### src/rtl/avalon_st_mute_switcher_pkg.sv
// Shared Avalon-ST constants and the mute-switcher state encoding.
// Imported by the selector top and reusable by neighbouring streaming blocks.
package avalon_st_mute_switcher_pkg;

  localparam int AST_ERR_W = 2;
  localparam logic [11:0] DAC_MIDSCALE_12 = 12'h800;

  typedef enum logic {
    ST_PASS = 1'b0,
    ST_MUTE = 1'b1
  } mute_state_t;

endpackage

### src/rtl/avalon_st_mute_switcher_sync_2ff.sv
// Generic two-flop bit-vector synchroniser with asynchronous active-low reset.
// Used for switch and button inputs that arrive with no relation to clk.
module sync_2ff #(
  parameter int W = 1
) (
  input  logic         clk,
  input  logic         reset_n,
  input  logic [W-1:0] d,
  output logic [W-1:0] q
);

  logic [W-1:0] meta;

  always_ff @(posedge clk or negedge reset_n) begin
    if (!reset_n) begin
      meta <= '0;
      q    <= '0;
    end else begin
      meta <= d;
      q    <= meta;
    end
  end

endmodule

### src/rtl/avalon_st_mute_switcher.sv
// N-channel Avalon-ST selector: synchronised channel select, and a muted run of
// MUTE_BEATS beats of the new channel after every change so the DAC never clicks.
module avalon_st_mute_switcher
  import avalon_st_mute_switcher_pkg::*;
#(
  parameter int                DATA_W     = 12,
  parameter int                NUM_CH     = 4,
  parameter int                SEL_W      = 2,
  parameter int                MUTE_BEATS = 8,
  parameter logic [DATA_W-1:0] MUTE_VALUE = DATA_W'(DAC_MIDSCALE_12)
) (
  input  logic                        clk,
  input  logic                        reset_n,
  input  logic [SEL_W-1:0]            select,
  input  logic [NUM_CH*DATA_W-1:0]    sink_data,
  input  logic [NUM_CH-1:0]           sink_valid,
  input  logic [NUM_CH*AST_ERR_W-1:0] sink_error,
  output logic [DATA_W-1:0]           source_data,
  output logic                        source_valid,
  output logic [AST_ERR_W-1:0]        source_error,
  output logic [SEL_W-1:0]            active_sel,
  output logic                        muting
);

  localparam int CNT_W  = (MUTE_BEATS > 0) ? $clog2(MUTE_BEATS + 1) : 1;
  localparam int VIDX_W = $clog2(NUM_CH);
  localparam int DIDX_W = $clog2(NUM_CH * DATA_W);
  localparam int EIDX_W = $clog2(NUM_CH * AST_ERR_W);
  localparam logic [CNT_W-1:0] CNT_LOAD = CNT_W'(MUTE_BEATS);
  localparam logic [CNT_W-1:0] CNT_ONE  = CNT_W'(1);
  localparam logic [SEL_W:0]   CH_LIMIT = (SEL_W + 1)'(NUM_CH);

  logic [SEL_W-1:0]     sel_s;
  mute_state_t          state;
  logic [CNT_W-1:0]     mute_cnt;
  logic [VIDX_W-1:0]    valid_idx;
  logic [DIDX_W-1:0]    data_lsb;
  logic [EIDX_W-1:0]    err_lsb;
  logic                 beat;
  logic [DATA_W-1:0]    beat_data;
  logic [AST_ERR_W-1:0] beat_err;
  logic                 switch_req;

  sync_2ff #(.W(SEL_W)) u_sel_sync (
    .clk     (clk),
    .reset_n (reset_n),
    .d       (select),
    .q       (sel_s)
  );

  // Mux the active channel straight out of the flattened buses.
  assign valid_idx  = VIDX_W'(active_sel);
  assign data_lsb   = DIDX_W'(active_sel) * DIDX_W'(DATA_W);
  assign err_lsb    = EIDX_W'(active_sel) * EIDX_W'(AST_ERR_W);
  assign beat       = sink_valid[valid_idx];
  assign beat_data  = sink_data[data_lsb +: DATA_W];
  assign beat_err   = sink_error[err_lsb +: AST_ERR_W];
  assign switch_req = (sel_s != active_sel) && ({1'b0, sel_s} < CH_LIMIT);

  // A switch request overrides the mute countdown, so the mute always restarts
  // from the most recent change; a beat seen in the same cycle still uses the old route.
  always_ff @(posedge clk or negedge reset_n) begin
    if (!reset_n) begin
      state        <= ST_PASS;
      mute_cnt     <= '0;
      active_sel   <= '0;
      source_data  <= MUTE_VALUE;
      source_valid <= 1'b0;
      source_error <= '0;
      muting       <= 1'b0;
    end else begin
      source_valid <= beat;
      if (beat) begin
        if (state == ST_MUTE) begin
          source_data  <= MUTE_VALUE;
          source_error <= '0;
        end else begin
          source_data  <= beat_data;
          source_error <= beat_err;
        end
      end

      if (switch_req) begin
        active_sel <= sel_s;
        if (MUTE_BEATS == 0) begin
          state    <= ST_PASS;
          mute_cnt <= '0;
          muting   <= 1'b0;
        end else begin
          state    <= ST_MUTE;
          mute_cnt <= CNT_LOAD;
          muting   <= 1'b1;
        end
      end else if ((state == ST_MUTE) && beat) begin
        mute_cnt <= mute_cnt - CNT_ONE;
        if (mute_cnt == CNT_ONE) begin
          state  <= ST_PASS;
          muting <= 1'b0;
        end
      end
    end
  end

endmodule
### config.mk
export PLATFORM = sky130hd
export DESIGN_NAME = avalon_st_mute_switcher
export DESIGN_NICKNAME = d
export VERILOG_FILES = /design/src/rtl/avalon_st_mute_switcher_pkg.sv /design/src/rtl/avalon_st_mute_switcher_sync_2ff.sv /design/src/rtl/avalon_st_mute_switcher.sv
export SDC_FILE = /design/constraint.sdc
export NUM_CORES = 1
export LEC_CHECK = 0
export CAP_MARGIN = 20
export CORE_AREA = 2 2 63 65
export DETAILED_ROUTE_END_ITERATION = 12
export DIE_AREA = 0 0 65 67
export PLACE_DENSITY = 0.89
export SYNTH_ARGS = -nofsm -noshare
export SYNTH_HDL_FRONTEND = slang
export SYNTH_SLANG_ARGS = --single-unit
### constraint.sdc
create_clock -name clk -period 4.72 [get_ports clk]
set_clock_uncertainty 0.15 [all_clocks]
set_input_delay 0.708 -clock clk [delete_from_list [all_inputs] [get_ports clk]]
set_output_delay 0.708 -clock clk [all_outputs]
set_load 0.005 [all_outputs]
==> results.yml, run 1 <==
cells_and_area:
  syn_to_final_growth_pct: 61.2
  final_nets: 261
  fillers: 279
  diodes: 0
  multi_input_area_sq_um: 651
  drive_above_1_share_pct: 9.79
  seq_area_sq_um: 652
  final_core_util_pct: 64.7
synthesis:
  synth-adder-area-share_pct: 1.73
  syn_avg_cell_area_sq_um: 12.1
  syn_area_sq_um: 1450
  synth_top_area_share_pct: 43.3
  synthMuxAreaShare_pct: 24.4
  synth_top_family_by_area: "multiplexers"
  syn-num-nets: 186
  ys_seq_elements: 26
  synth.yosys.seq_area_share_pct: 45.1
  synth_compound_area_share_pct: 10.5
  synth.largest_area_cell: "dfrtp_1"
  yosys_warnings: 0
  yosys-top-cells-area: "dfrtp_1, mux4_2, mux4_1, o22ai_1, inv_1"
  synth_xor_xnor_area_share_pct: 1.21
  syn-instance-count: 120
  yosysUniqueCellTypes: 23
  yosys.area_share.simple_pct: 7.18
timing:
  timing.final.crit_share_pct: 58.2
  setup_ws_ns: 1.97
  finalSetupViolations: 0
  grt_setup_unrepaired: "false"
  min_period_ns: 2.75
  slew_violations: 0
  hold_ws_ns: 0.204
  worstMarginPinSlew_ns: 0.913
  relSlewSlack_pct: 39.2
  fmax_mhz: 364
  hold_viol: 0
  tns_ns: 0
power_and_ir_drop:
  leakagePower_nw: 0.914
  pwr-share-clk_pct: 34.0
  p_comb_share_pct: 22.0
  netSwitchingFraction_pct: 21.8
  power_mw: 0.544
  powerDensity_nw_per_um2: 233
  ir_worst_vdd_uv: 176
  internal-power_mw: 0.426
  power.share.sequential_pct: 44.0
  switching_power_mw: 0.119
setup_path:
  arrival_ns: 1.89
  rrSetupSlack_ns: 2.11
  crit_path_start_kind: "flip-flop"
  critPathSlowestCell: "dfrtp_1"
  crit_end: "active_sel[0]"
  path_max_fanout: 17
  worstPathCellList: "clkdlybuf4s50_1"
  crit_buf_inv: 1
  worstRegToRegCells: 3
  end_kind: "output port"
  worstSetupPathDepth: 1
  crit_path_start: "active_sel[0]"
  crit_family: "flip-flops"
  r2r_start: "active_sel[0]"
  reg2reg_to: "mute_cnt[3]"
  max_stage_delay_ns: 0.95
  required_ns: 3.86
  path_class: "reg -> out"
floorplanning:
  start_util_pct: 40.1
  core_sq_um: 3610
  io_pins: 82
  fp.dieArea_sq_um: 4360
  die_w_um: 65
  rows: 22
  die_h_um: 67
global_route:
  antenna_found_initial: 0
  first_global_vias: 1208
  grt-ovfl-total: 0
  grt_max_degree: 39
  grt_pass1_wl_um: 5730
  track_usage_pct: 17.6
place:
  place_hpwl_um: 2690
  globalplace.congestion: 0.692
  port_buffers: 81
  place_ws_ns: 2.08
clock_tree:
  cts_buffers: 3
  path_clk_slew_ns: 0.09
  hold_buffers: 0
  cts_tree: "yes"
  cts_sinks: 26
  worstSkewPairLatency_ns: 0.27
  cts.repair.resized: 0
  htree_levels: 1
  clk_path_buf_depth: 2
  root_buffer: "clkbuf_8"
  post-cts-setup-buffers: 0
min_path:
  hold_path_class: "reg -> reg"
routing:
  postRouteAntennaNets: 0
  route.detailed.drc: 0
  dr.pass1.iters: 4
  drt-total-wl_um: 3520
  drtIter0Drc: 39
  vias_per_cell: 5.00
  post_drt_wl_per_cell_um: 14.5
  vias: 1210
status:
  status: "finished clean"
job:
  maxCapViolCount: 0
placed cells by master (no fill, tap or decap), drive strengths merged:
| cell | Yosys | final |
|---|---|---|
| bufinv | 0 | 1 |
| dfstp | 1 | 1 |
| buf | 7 | 1 |
| dfrtp | 25 | 25 |
| nand3 | 3 | 3 |
| and2 | 1 | 1 |
| clkdlybuf4s50 | 0 | 81 |
| xnor2 | 2 | 2 |
| o22ai | 13 | 13 |
| nor3 | 1 | 1 |
| a21o | 5 | 5 |
| nand4 | 1 | 1 |
| a21oi | 4 | 4 |
| inv | 16 | 16 |
| ha | 2 | 2 |
| nand2 | 14 | 14 |
| mux4 | 15 | 15 |
| nand3b | 1 | 1 |
| nor2 | 3 | 3 |
| clkbuf | 5 | 3 |
| a31o | 1 | 1 |
registers in the layout, summed over array words and instances, names as in the netlist:
name,count
source_valid,1
u_sel_sync.meta,2
u_sel_sync.q,2
state,1
source_error,2
source_data,12
mute_cnt,4
active_sel,2
cells by family after synthesis:
kind of cell,Yosys count
simple gates,24
xor+xnor,2
fa+ha+maj,2
flops,26
mux,15
compound gates,23
buf+inv,28
how the worst min path moves through the flow:
stage	start	endpoint	slack [ns]	depth (start not counted)
6_report	u_sel_sync.meta[1]	u_sel_sync.q[1]	0.20	0
5_1_grt	u_sel_sync.meta[0]	u_sel_sync.q[0]	0.21	0
4_1_cts	u_sel_sync.meta[1]	u_sel_sync.q[1]	0.21	0
3_5_place_dp	u_sel_sync.meta[1]	u_sel_sync.q[1]	0.18	0
3_3_place_gp	u_sel_sync.meta[1]	u_sel_sync.q[1]	0.18	0
2_1_floorplan	u_sel_sync.meta[0]	u_sel_sync.q[0]	0.18	0
Yosys cell counts, drive strengths merged:
library cell / instances
nand2: 14
dfrtp: 25
a21o: 5
a21oi: 4
xnor2: 2
clkbuf: 5
buf: 7
dfstp: 1
ha: 2
nor3: 1
nand4: 1
a31o: 1
nand3: 3
o22ai: 13
and2: 1
mux4: 15
nand3b: 1
inv: 16
nor2: 3
through the flow:
stage / area, sq um / std cells
after floorplan: 1450 / 120
after global placement: 2230 / 237
after detailed placement: 2260 / 238
after CTS: 2330 / 242
after global routing: 2330 / 242
final: 2330 / 242
final cells by class:
| class | instances | share of cell area (%) |
|---|---|---|
| multi-input combinational | 66 | 27.9 |
| clock buffer | 3 | 1.77 |
| tap | 48 | 2.58 |
| inverter | 16 | 2.58 |
| timing repair buffer | 82 | 35.9 |
| clock inverter | 1 | 1.29 |
| sequential | 26 | 28.0 |
layer usage:
layer / share of wire (%) / vias up / wire length [um] / track usage (%)
met5: 0 / - / 0 / 0
li1: - / 579 / - / -
met4: 1.3 / 0 / 47 / 4.26
met1: 38 / 581 / 1350 / 19.5
met3: 4.7 / 6 / 165 / 3.38
met2: 56 / 44 / 1960 / 34.3
power groups by stage:
stage	registers [mW]	clock network, mW	logic, mW
4_1_cts	0.240	0.186	0.121
3_3_place_gp	0.244	0	0.114
3_5_place_dp	0.244	0	0.121
2_1_floorplan	0.238	0	0.0644
6_report	0.240	0.185	0.120
5_1_grt	0.241	0.193	0.131
Note: power is estimated with default switching activity, not from simulation.
==> run 2: changes to the inputs <==
CORE_AREA = 2 2 65 67   (was 2 2 63 65)
DIE_AREA = 0 0 67 69   (was 0 0 65 67)
PLACE_DENSITY = 0.84   (was 0.89)
clock period = 2.82 ns   (was 4.72 ns; I/O delays follow)
==> results.yml, run 2 (same netlist as run 1, synthesis figures left out) <==
power_and_ir_drop:
  pwr-share-clk_pct: 25.8
  ir_worst_vdd_uv: 201
  internal-power_mw: 0.624
  leakagePower_nw: 0.912
  netSwitchingFraction_pct: 23.1
  switching_power_mw: 0.188
  power.share.sequential_pct: 48.4
  powerDensity_nw_per_um2: 350
  p_comb_share_pct: 25.8
cells_and_area:
  top_register: "source_data"
  layout_common_cells: "clkdlybuf4s50_1, dfrtp_1, inv_1, nand2_1, o22ai_1"
  syn_to_final_growth_pct: 60.3
  diodes: 0
  drive_above_1_share_pct: 11.1
  top_regs: "source_data x12, mute_cnt x4"
  largest_reg_flops: 12
  final_nets: 265
  final_common_cell: "clkdlybuf4s50_1"
  fin_area_sq_um: 2320
timing:
  setup_ws_ns: 0.645
  worstMarginPinSlew_ns: 0.356
  slew_violations: 0
  fmax_mhz: 460
  finalSetupViolations: 0
  hold_ws_ns: 0.209
  relSlewSlack_pct: 76.2
  timing.final.crit_share_pct: 77.1
  grt_setup_unrepaired: "false"
  tns_ns: 0
  hold_viol: 0
  min_period_ns: 2.18
place:
  place_hpwl_um: 2770
  place_ws_ns: 0.556
  globalplace.congestion: 0.747
  placed_cell_area_sq_um: 2270
  port_buffers: 81
job:
  maxCapViolCount: 0
global_route:
  first_global_vias: 1254
  grt_pass1_wl_um: 5780
  grt-ovfl-total: 0
  track_usage_pct: 16.2
  grt_max_degree: 27
  antenna_found_initial: 0
floorplanning:
  start_util_pct: 37.0
  core_sq_um: 3910
  die_h_um: 69
  io_pins: 82
  fp.dieArea_sq_um: 4620
  rows: 23
  die_w_um: 67
setup_path:
  worstRegToRegCells: 4
  path_class: "reg -> out"
  required_ns: 2.25
  reg2reg_to: "mute_cnt[0]"
  path_max_fanout: 10
  arrival_ns: 1.60
  max_stage_delay_ns: 0.56
  rrSetupSlack_ns: 0.93
  critPathSlowestCell: "dfrtp_1"
  r2r_start: "active_sel[1]"
  end_kind: "output port"
  crit_buf_inv: 2
  worstPathCellList: "buf_4, clkdlybuf4s50_1"
  crit_family: "buffers and inverters"
  crit_path_start_kind: "flip-flop"
clock_tree:
  worstSkewPairLatency_ns: 0.26
  post-cts-setup-buffers: 0
  clk_path_buf_depth: 2
  cts.repair.resized: 0
  cts_sinks: 26
  path_clk_slew_ns: 0.08
  cts_tree: "yes"
  root_buffer: "clkbuf_8"
  htree_levels: 1
  cts_buffers: 3
  hold_buffers: 0
min_path:
  hold_depth: 0
  hold_path_class: "reg -> reg"
  min_from: "u_sel_sync.meta[1]"
  whs_endpoint: "u_sel_sync.q[1]"
routing:
  vias_per_cell: 4.91
  dr.pass1.iters: 3
  drtIter0Drc: 21
  drt-total-wl_um: 3400
  vias: 1217
  post_drt_wl_per_cell_um: 13.7
  route.detailed.drc: 0
  postRouteAntennaNets: 0
status:
  status: "finished clean"
==> run 2: how the worst max path moves through the flow <==
stage / start / end / slack, ns / cells past startpoint
2_1_floorplan: active_sel[0] / mute_cnt[1] / 1.10 / 6
3_3_place_gp: sink_valid[3] / mute_cnt[0] / 0.60 / 5
3_5_place_dp: sink_valid[0] / mute_cnt[0] / 0.56 / 5
4_1_cts: active_sel[1] / active_sel[1] / 0.61 / 2
5_1_grt: active_sel[1] / active_sel[1] / 0.56 / 2
6_report: active_sel[1] / active_sel[1] / 0.64 / 2
==> run 2: power groups by stage <==
stage,registers [mW],clock network [mW],logic (mW)
floorplan,0.398,0,0.108
global placement,0.400,0,0.206
detailed placement,0.401,0,0.211
CTS,0.393,0.218,0.212
global route,0.395,0.231,0.230
finish,0.393,0.209,0.209
==> run 2: layer usage <==
| layer | GRT usage [%] | part of all wire [%] |
|---|---|---|
| met1 | 21.1 | 41 |
| met4 | 6.12 | 2.2 |
| met5 | 0 | 0 |
| met3 | 3.75 | 6.4 |
| met2 | 25.7 | 50 |
==> run 2: cell type report <==
type                            count  area [sq um]
Fill cell                         345          1600
Timing Repair Buffer               86           848
Sequential cell                    26           652
Multi-Input combinational cell     66           651
Tap cell                           50          62.6
Inverter                           16          60.1
Clock buffer                        4          45.0
==> run 2: per-stage QoR <==
| step | total power [mW] | cells | utilization [%] |
|---|---|---|---|
| after floorplan | 0.506 | 120 | - |
| after CTS | 0.824 | 248 | 59.2 |
| after detailed placement | 0.612 | 244 | 58.1 |
| after global routing | 0.856 | 248 | 59.2 |
| after global placement | 0.606 | 244 | 58.1 |
| final | 0.812 | 248 | 59.2 |
==> run 2: worst register-to-register path, stage by stage, from the launching register on <==
cell and delay [ns]:
dfrtp_1 0.56, mux4_2 0.53, buf_4 0.27, a21o_1 0.20
a21oi_1 0.11
